### config.mk
export PLATFORM = sky130hd
export DESIGN_NAME = cmd_stream_parser_flat
export DESIGN_NICKNAME = d
export VERILOG_FILES = /design/src/rtl/cmd_stream_parser_if.sv /design/src/rtl/cmd_stream_parser.sv /design/src/flat_wrapper.sv
export SDC_FILE = /design/constraint.sdc
export NUM_CORES = 1
export LEC_CHECK = 0
export ABC_AREA = 1
export BUFFER_PORTS_ARGS = -buffer_cell sky130_fd_sc_hd__buf_2
export CELL_PAD_IN_SITES_DETAIL_PLACEMENT = 1
export CELL_PAD_IN_SITES_GLOBAL_PLACEMENT = 2
export CORE_MARGIN = 5
export CORE_UTILIZATION = 35
export CTS_CLUSTER_SIZE = 16
export DETAILED_ROUTE_END_ITERATION = 8
export PLACE_DENSITY_LB_ADDON = 0.1
export SKIP_LAST_GASP = 1
export SYNTH_ARGS = -nofsm -noshare
export SYNTH_HDL_FRONTEND = slang
export SYNTH_SLANG_ARGS = --single-unit
### constraint.sdc
create_clock -name clk -period 2.6 [get_ports clk]
set_clock_uncertainty 0.15 [all_clocks]
set_input_delay 0.13 -clock clk [delete_from_list [all_inputs] [get_ports clk]]
set_output_delay 0.13 -clock clk [all_outputs]
set_load 0.01 [all_outputs]
### src/rtl/cmd_stream_parser_if.sv
// Upstream word stream and downstream target bus of the command stream parser.
// The bench or command FIFO side uses master; the parser uses slave.
interface cmd_stream_parser_if #(
    parameter int DATA_W = 8,
    parameter int N_TGT  = 8
);
    logic [DATA_W-1:0] in_data;
    logic              in_valid;
    logic              in_ready;
    logic [DATA_W-1:0] out_data;
    logic              out_valid;
    logic [N_TGT-1:0]  cmd_mask;
    logic [N_TGT-1:0]  tgt_ack;
    logic              cmd_done;
    logic              err;
    logic [1:0]        err_code;

    modport master (
        output in_data, in_valid, tgt_ack,
        input  in_ready, out_data, out_valid, cmd_mask, cmd_done, err, err_code
    );

    modport slave (
        input  in_data, in_valid, tgt_ack,
        output in_ready, out_data, out_valid, cmd_mask, cmd_done, err, err_code
    );
endinterface

### src/rtl/cmd_stream_parser.sv
// Length-prefixed command frame parser: buffers a whole payload, then hands each word to a target mask.
// Optional load-phase idle timeout is enabled with the CMD_TIMEOUT_EN macro.
module cmd_stream_parser #(
    parameter int DATA_W  = 8,
    parameter int N_TGT   = 8,
    parameter int DEPTH   = 64,
    parameter int TIMEOUT = 65535
) (
    input logic                clk,
    input logic                rst_n,
    cmd_stream_parser_if.slave bus
);
    localparam int AW = (DEPTH > 1) ? $clog2(DEPTH) : 1;
    localparam logic [DATA_W-1:0] DEPTH_W = DATA_W'(DEPTH);

    typedef enum logic [2:0] {IDLE, MASK, LOAD, DROP, SEND} state_t;

    state_t            state, state_n;
    logic [DATA_W-1:0] len, count, rd, out_data_q;
    logic [N_TGT-1:0]  mask, acked, ack_sel;
    logic [DATA_W-1:0] buffer [DEPTH];
    logic [AW-1:0]     rd_nxt;
    logic              xfer, retire, last_rd, last_in, reject, err_q, tmo_hit, loading;
    logic [1:0]        reject_code, err_code_q;

    assign bus.in_ready  = rst_n && (state != SEND);
    assign xfer          = bus.in_valid && bus.in_ready;
    assign loading       = (state == MASK) || (state == LOAD) || (state == DROP);
    assign ack_sel       = acked | (bus.tgt_ack & mask);
    assign retire        = (state == SEND) && (ack_sel == mask);
    assign last_rd       = (rd == len - DATA_W'(1));
    assign last_in       = (count == len - DATA_W'(1));
    assign rd_nxt        = rd[AW-1:0] + AW'(1);

    assign bus.out_valid = (state == SEND);
    assign bus.cmd_mask  = (state == SEND) ? mask : '0;
    assign bus.out_data  = out_data_q;
    assign bus.cmd_done  = retire && last_rd;
    assign bus.err       = err_q;
    assign bus.err_code  = err_code_q;

`ifdef CMD_TIMEOUT_EN
    localparam int TW = $clog2(TIMEOUT + 1);
    logic [TW-1:0] idle_cnt;

    // Counts consecutive cycles without a transfer while a frame is being taken in.
    always_ff @(posedge clk or negedge rst_n) begin
        if (!rst_n) begin
            idle_cnt <= '0;
        end else if (loading && !xfer) begin
            idle_cnt <= idle_cnt + TW'(1);
        end else begin
            idle_cnt <= '0;
        end
    end

    assign tmo_hit = loading && !xfer && (idle_cnt == TW'(TIMEOUT - 1));
`else
    assign tmo_hit = (TIMEOUT < 0);
`endif

    always_ff @(posedge clk or negedge rst_n) begin
        if (!rst_n) begin
            state <= IDLE;
        end else begin
            state <= state_n;
        end
    end

    // Frame validation happens on the mask word; an oversize length wins over an empty mask.
    always_comb begin
        state_n     = state;
        reject      = 1'b0;
        reject_code = 2'd0;
        case (state)
            IDLE: if (xfer) state_n = MASK;
            MASK: begin
                if (xfer) begin
                    if (len == '0) begin
                        reject      = 1'b1;
                        reject_code = 2'd1;
                        state_n     = IDLE;
                    end else if (len > DEPTH_W) begin
                        reject      = 1'b1;
                        reject_code = 2'd2;
                        state_n     = DROP;
                    end else if (bus.in_data[N_TGT-1:0] == '0) begin
                        reject      = 1'b1;
                        reject_code = 2'd3;
                        state_n     = DROP;
                    end else begin
                        state_n = LOAD;
                    end
                end
            end
            LOAD: if (xfer && last_in) state_n = SEND;
            DROP: if (xfer && last_in) state_n = IDLE;
            SEND: if (retire && last_rd) state_n = IDLE;
            default: state_n = IDLE;
        endcase
        if (tmo_hit) begin
            state_n     = IDLE;
            reject      = 1'b1;
            reject_code = 2'd0;
        end
    end

    always_ff @(posedge clk or negedge rst_n) begin
        if (!rst_n) begin
            len        <= '0;
            mask       <= '0;
            count      <= '0;
            rd         <= '0;
            acked      <= '0;
            out_data_q <= '0;
            err_q      <= 1'b0;
            err_code_q <= 2'd0;
        end else begin
            err_q <= reject;
            if (reject) err_code_q <= reject_code;
            case (state)
                IDLE: if (xfer) len <= bus.in_data;
                MASK: begin
                    if (xfer) begin
                        mask  <= bus.in_data[N_TGT-1:0];
                        count <= '0;
                    end
                end
                LOAD, DROP: begin
                    if (xfer) begin
                        count <= count + DATA_W'(1);
                        // Word 0 is staged on the last load so it is valid as soon as SEND starts.
                        if (state == LOAD && last_in) begin
                            rd         <= '0;
                            acked      <= '0;
                            out_data_q <= (count == '0) ? bus.in_data : buffer[0];
                        end
                    end
                end
                SEND: begin
                    if (retire) begin
                        acked <= '0;
                        rd    <= rd + DATA_W'(1);
                        if (!last_rd) out_data_q <= buffer[rd_nxt];
                    end else begin
                        acked <= ack_sel;
                    end
                end
                default: ;
            endcase
        end
    end

    always_ff @(posedge clk) begin
        if (state == LOAD && xfer) buffer[count[AW-1:0]] <= bus.in_data;
    end
endmodule
### src/flat_wrapper.sv
// flat-port wrapper written by rule: the top's interface ports become plain ports
module cmd_stream_parser_flat 
#(
    parameter int DATA_W  = 8,
    parameter int N_TGT   = 8,
    parameter int DEPTH   = 64,
    parameter int TIMEOUT = 65535
)
  (clk, rst_n, bus_in_data, bus_in_valid, bus_tgt_ack, bus_in_ready, bus_out_data, bus_out_valid, bus_cmd_mask, bus_cmd_done, bus_err, bus_err_code);
  cmd_stream_parser_if #(.DATA_W(DATA_W), .N_TGT(N_TGT)) bus_i ();
  input logic clk;
  input logic rst_n;
  input wire logic [$bits(bus_i.in_data)-1:0] bus_in_data;
  input wire logic [$bits(bus_i.in_valid)-1:0] bus_in_valid;
  input wire logic [$bits(bus_i.tgt_ack)-1:0] bus_tgt_ack;
  output wire logic [$bits(bus_i.in_ready)-1:0] bus_in_ready;
  output wire logic [$bits(bus_i.out_data)-1:0] bus_out_data;
  output wire logic [$bits(bus_i.out_valid)-1:0] bus_out_valid;
  output wire logic [$bits(bus_i.cmd_mask)-1:0] bus_cmd_mask;
  output wire logic [$bits(bus_i.cmd_done)-1:0] bus_cmd_done;
  output wire logic [$bits(bus_i.err)-1:0] bus_err;
  output wire logic [$bits(bus_i.err_code)-1:0] bus_err_code;
  assign bus_i.in_data = bus_in_data;
  assign bus_i.in_valid = bus_in_valid;
  assign bus_i.tgt_ack = bus_tgt_ack;
  assign bus_in_ready = bus_i.in_ready;
  assign bus_out_data = bus_i.out_data;
  assign bus_out_valid = bus_i.out_valid;
  assign bus_cmd_mask = bus_i.cmd_mask;
  assign bus_cmd_done = bus_i.cmd_done;
  assign bus_err = bus_i.err;
  assign bus_err_code = bus_i.err_code;
  cmd_stream_parser #(.DATA_W(DATA_W), .N_TGT(N_TGT), .DEPTH(DEPTH), .TIMEOUT(TIMEOUT)) u_core (.clk(clk), .rst_n(rst_n), .bus(bus_i));
endmodule
# After elaboration in Yosys (flattened, before gate mapping)
# Memory sizes are Yosys's and may differ from the RTL's.
# Index checks and enable logic that the tools add are counted.
[classes]
addsub = 4
order_cmp = 1
n_eq_ne = 17
n_mux = 37
bitwise = 2
reduce_logical = 21
[op_table]
columns = ["cell", "count"]
rows = [
  ["$mux W8", 12],
  ["$pmux W8 S2", 4],
  ["$eq A8 B8 Y1", 3],
  ["$logic_not A8 Y1", 3],
  ["$mux W3", 7],
  ["$add A8 B1 Y8 const B", 2],
  ["$pmux W3 S5", 1],
  ["$ne A2 B1 Y1 const B", 6],
  ["$mux W2", 5],
  ["$reduce_and A5 Y1", 2],
  ["$and A8 B8 Y8", 1],
  ["$gt A8 B7 Y1 const B", 1],
  ["$mux W1", 8],
  ["$or A8 B8 Y8", 1],
  ["$sub A8 B1 Y8 const B", 1],
  ["$logic_and A1 B1 Y1", 7],
  ["$add A6 B1 Y6 const B", 1],
  ["$eq A3 B2 Y1 const B", 2],
  ["$ne A2 B2 Y1 const B", 3],
  ["$reduce_and A3 Y1", 2],
  ["$reduce_and A2 Y1", 2],
  ["$reduce_and A4 Y1", 1],
  ["$reduce_bool A2 Y1", 2],
  ["$eq A3 B1 Y1 const B", 1],
  ["other kinds (4)", 4],
]
[totals]
register_bits = 54
ram_bits = 512
input_bits = 19
output_inout_bits = 22
wordCells = 92
memories = 1
[mem_list]
columns = ["memory", "depth", "word_bits", "rd", "rd_ports_with_merged_regs", "write_ports", "line", "text"]
rows = [
  ["u_core.buffer", 64, 8, 2, 0, 1, "cmd_stream_parser.sv:21", "logic [DATA_W-1:0] buffer [DEPTH];"],
]

# Depth between registers and ports, before layout
[depth]
ltp_word = 7
ltp_mapped = 15
mapped_depth_nobuf = 15

# Worst setup path before layout
# Ideal clock, no wire load.
[synth_path]
path_kind = "flip-flop to flip-flop"
from = "reg u_core.rd[0]"
to = "reg u_core.out_data_q[1], in the netlist u_core.bus.out_data[1]"
arrival_ns = 1.963
t_required_ns = 2.333
slack_ns = 0.371
stages_incl_launch_ff = 14
path_buffers = 3
period_less_slack_ns = 2.229
path_cell_list = "dfrtp_1 ha_1 buf_2 buf_2 clkbuf_1 nor2_1 o21ai_0 o211ai_1 nand3_1 nand3_1 a21oi_1 nor2_1 nand2_1 nand2_1"
[synth_between]
elab_chain_len = 5
[synth_lines]
columns = ["element", "line", "text"]
rows = [
  ["from (decl)", "cmd_stream_parser.sv:19", "logic [DATA_W-1:0] len, count, rd, out_data_q;"],
  ["from (signal assigned)", "cmd_stream_parser.sv:143", "rd <= rd + DATA_W'(1);"],
  ["$add A6 B1 Y6", "cmd_stream_parser.sv:33", "assign rd_nxt = rd[AW-1:0] + AW'(1);"],
  ["$mem_v2 Z64 W8", "--", ""],
  ["$mux W8", "cmd_stream_parser.sv:144", "if (!last_rd) out_data_q <= buffer[rd_nxt];"],
  ["$mux W8", "cmd_stream_parser.sv:141", "if (retire) begin"],
  ["$pmux W8 S2", "cmd_stream_parser.sv:121", "case (state)"],
  ["to (signal assigned)", "cmd_stream_parser.sv:136", "out_data_q <= (count == '0) ? bus.in_data : buffer[0];"],
  ["to (signal assigned)", "cmd_stream_parser.sv:144", ""],
  ["to (decl)", "cmd_stream_parser.sv:19", ""],
]
# Several ways; a longest one is shown, not always the timed one. The select of a mux whose other input is x is not followed.
# A chain may end at the register's enable or synchronous reset.

# Worst setup path after layout
[layout_path]
from = "reg u_core.len[1]"
to = "out bus_cmd_done"
[layout_between]
elab_chain_len = 3
[layout_lines]
columns = ["element", "line", "text"]
rows = [
  ["from (decl)", "cmd_stream_parser.sv:19", ""],
  ["from (signal assigned)", "cmd_stream_parser.sv:122", "IDLE: if (xfer) len <= bus.in_data;"],
  ["$sub A8 B1 Y8", "cmd_stream_parser.sv:31", "assign last_rd = (rd == len - DATA_W'(1));"],
  ["$eq A8 B8 Y1", "cmd_stream_parser.sv:31", ""],
  ["$logic_and A1 B1 Y1", "cmd_stream_parser.sv:38", "assign bus.cmd_done = retire && last_rd;"],
  ["to (decl)", "flat_wrapper.sv:20", "output wire logic [$bits(bus_i.cmd_done)-1:0] bus_cmd_done;"],
]
# No other way between the ends.

==> qor.txt <==
Status -> complete, but fails checks
Violated checks -> negative setup slack
Static Leakage -> 10.6 nW
Post-place instance area -> 26600 um^2
Worst Setup Start Kind -> flop
Area share of fa/ha/maj cells after synthesis -> 0.259%
Logic pwr share -> 28.4%
Post-route DRC -> 0
Max clock buf depth -> 3
FF-to-FF path depth -> 12
CP endpoint kind -> output port
Reg2reg setup slack -> 0.06 ns
Aggregate global-route resource usage -> 21.4%
Min Tclk post-route -> 2.71 ns
Synth area leader -> edfxtp_1
GRT overflow -> 0
Mapped Cells -> 2173
Crit path DAT -> 2.43 ns
Total wire length -> 81500 um
Root buffer cell -> clkbuf_16
Final instance area -> 29600 um^2
Top-count cell post-synth -> edfxtp_1
Syn-to-layout area delta -> 22.4%
Worst reg2reg startpoint -> u_core.rd[0]$_DFFE_PN0P_
CTS H-tree depth -> 3
Synth top area share -> 63.6%
RSZ-0062 raised after global routing -> true
Worst vdd rail ir drop -> 531 uV
Die Ht -> 273 um
CTS tree -> yes
Slew HR -> 47.4%
Worst Path Max Fanout -> 4
Top FF cell, synth -> edfxtp_1
Xor/xnor share of the synthesized area -> 0.357%
Maxcap violations -> 0
Via/cell ratio -> 5.21
RePlAce Congestion -> 0.819
Drt initial violations -> 1170
Class of the worst hold path -> primary input to async pin
Global-route wire length before repair -> 119000 um
Simple-gate share of the synthesized area -> 18.2%
Layout cell share with drive strength beyond 1 -> 18.0%
Critical path class -> flop to output port
Row count -> 96
Post-synth EDFFs -> 512
Pins Over Slew Limit -> 0
Mapped cell area -> 24200 um^2
Req. time, crit path -> 2.32 ns
Final hold violation count -> 0
Mux cell area share after synthesis -> 0%
Setup-failing EPs final -> 9
Mean Syn Cell Area -> 11.1 um^2
Synth cell count leaders -> edfxtp_1, nor2_1, nand2_1, o21ai_0, nand3_1
Hpwl dp -> 50900 um
Syn. warnings -> 0
IO Port Bufs -> 40
Initial antenna violation count -> 3
Register clock-pin slew on the reported worst setup and hold paths -> 0.05 ns
Clk_lat worst skew -> 0.62 ns
ANT nets after route -> 0
Pre-CTS setup slack -> -0.123 ns
Area contributors post-synth -> edfxtp_1, nor2_1, dfrtp_1
Post-route setup slack -> -0.114 ns
Tightest Pin Transition -> 0.788 ns
Via count -> 17500
Core ar. -> 68600 um^2
Die extent in x -> 273 um
Int Pwr -> 0.0180 W
Sw Pwr -> 0.00921 W
CTS Buf Count -> 67
Final setup TNS -> -0.236 ns
# IOs -> 41
WL/cell -> 24.3 um
Vias in the first global route -> 18300
Flop pwr share -> 39.1%
Pin count of the biggest net entering global routing -> 78
Cell variety after synth -> 37
Synth Area in Compound Gates -> 8.20%
Sequential share of the synthesized area -> 69.2%
Fmax -> 0.369 GHz
Largest family of logic cells by synthesized area -> simple AND/OR/NAND/NOR gates
Worst reg2reg path endpoint -> u_core.bus.out_data[3]$_DFFE_PN0P_
DIE AREA -> 74400 um^2
Starting Density -> 35.3%
Final #Nets -> 2402
Clk network pwr share -> 32.6%
Switching part of the total -> 33.8%
Yosys reg bits -> 566
Post-synth ARST share -> 9.54%
Sink Count -> 566
Min Hold Slack -> 0.0914 ns
Period utilisation layout -> 104%
Pwr dens -> 920 nW/um^2
Syn nets -> 2197
Total iterations of the first detailed-routing run -> 5
## timing repair
| action | 4_1_cts | 5_1_grt |
|---|---|---|
| pin swaps | 19 | 69 |
| setup buffers | 7 | 12 |
| hold endpoints to repair | 240 | 0 |
| gates cloned | 4 | 5 |
| setup endpoints to repair | 30 | 30 |
| resized for setup | 36 | 86 |
| hold buffers | 18 | 0 |
## layer usage
layer | vias up | global-route usage (%) | routed length, um
li1 | 8081 | - | -
met1 | 9024 | 29.6 | 37400
met2 | 288 | 35.6 | 39000
met3 | 104 | 3.24 | 3070
met4 | 0 | 5.67 | 2020
met5 | - | 0 | 0
## logic make-up (layout without fill, tap and decap cells)
family                   Yosys count  count (layout)
AO/OA/AOI/OAI                    355             355
XOR/XNOR                           9               9
buffers and inverters            193             447
adder cells (fa/ha/maj)            5               5
flip-flops                       566             566
other                              0               1
AND/OR/NAND/NOR                 1045            1045
## worst max path at each step
stage	startpoint	to	slack, ns	depth (start not counted)
after CTS	u_core.len[1]$_DFFE_PN0P_	bus_cmd_done	-0.17	12
after detailed placement	u_core.len[0]$_DFFE_PN0P_	u_core.bus.out_data[3]$_DFFE_PN0P_	-0.12	14
after global routing	u_core.len[1]$_DFFE_PN0P_	bus_cmd_done	-0.31	11
after global placement	u_core.len[0]$_DFFE_PN0P_	u_core.bus.out_data[7]$_DFFE_PN0P_	-0.07	14
after floorplan	u_core.rd[0]$_DFFE_PN0P_	u_core.bus.out_data[1]$_DFFE_PN0P_	0.37	13
final	u_core.len[1]$_DFFE_PN0P_	bus_cmd_done	-0.11	11
## cell type report
| cell class | instances | area [um^2] |
|---|---|---|
| multi-input combinational | 1414 | 6950 |
| inverter | 79 | 308 |
| sequential | 566 | 16700 |
| clock buffer | 82 | 1800 |
| tap | 931 | 1160 |
| fill | 7372 | 39000 |
| antenna | 1 | 2.50 |
| timing repair buffer | 250 | 2410 |
| clock inverter | 36 | 240 |
## sequential cells by signal, indices dropped and copies added (netlist names), 2 cells and up
register,cells
u_core.mask,8
u_core.rd,8
u_core.count,8
u_core.acked,8
u_core.state,3
u_core.bus.out_data,8
u_core.bus.err_code,2
u_core.buffer,512
u_core.len,8
## power by group through the flow
| stage | registers (W) | clock network (W) | logic (W) |
|---|---|---|---|
| final | 0.0106 | 0.00887 | 0.00772 |
| after global routing | 0.0107 | 0.00948 | 0.00847 |
| after CTS | 0.0106 | 0.00907 | 0.00739 |
| after detailed placement | 0.0108 | 0 | 0.00691 |
| after global placement | 0.0108 | 0 | 0.00684 |
| after floorplan | 0.0107 | 0 | 0.00410 |
## critical path: stages (launching register included)
cell     delay (ns)
dfrtp_1        0.39
inv_2          0.08
ha_4           0.18
nand2_2        0.12
o21ai_4        0.09
buf_4          0.14
nand3_1        0.11
nand3_1        0.11
nor3_2         0.19
nand4_1        0.13
nor2_2         0.15
buf_2          0.15
## cell usage in the layout (no fill, tap or decap), drive strengths merged, types with 3 or more instances in the layout
master         n
nor4           3
a21oi         24
ha             5
nor3          20
dfrtp         54
o211ai        64
inv           77
xor2           8
nand3        225
clkinv        36
edfxtp       512
nand4         20
dlygate4sd3   18
nand2        278
buf          228
nor2         498
clkbuf        86
o21ai        261
## per-stage QoR
stage	std cells	utilization [%]	power, W
after floorplan	2173	-	0.0148
after global placement	3200	38.8	0.0176
after detailed placement	3200	38.8	0.0177
after CTS	3347	42.5	0.0271
after global routing	3358	43.2	0.0286
final	3359	43.2	0.0272
(Power assumes the default switching activity.)
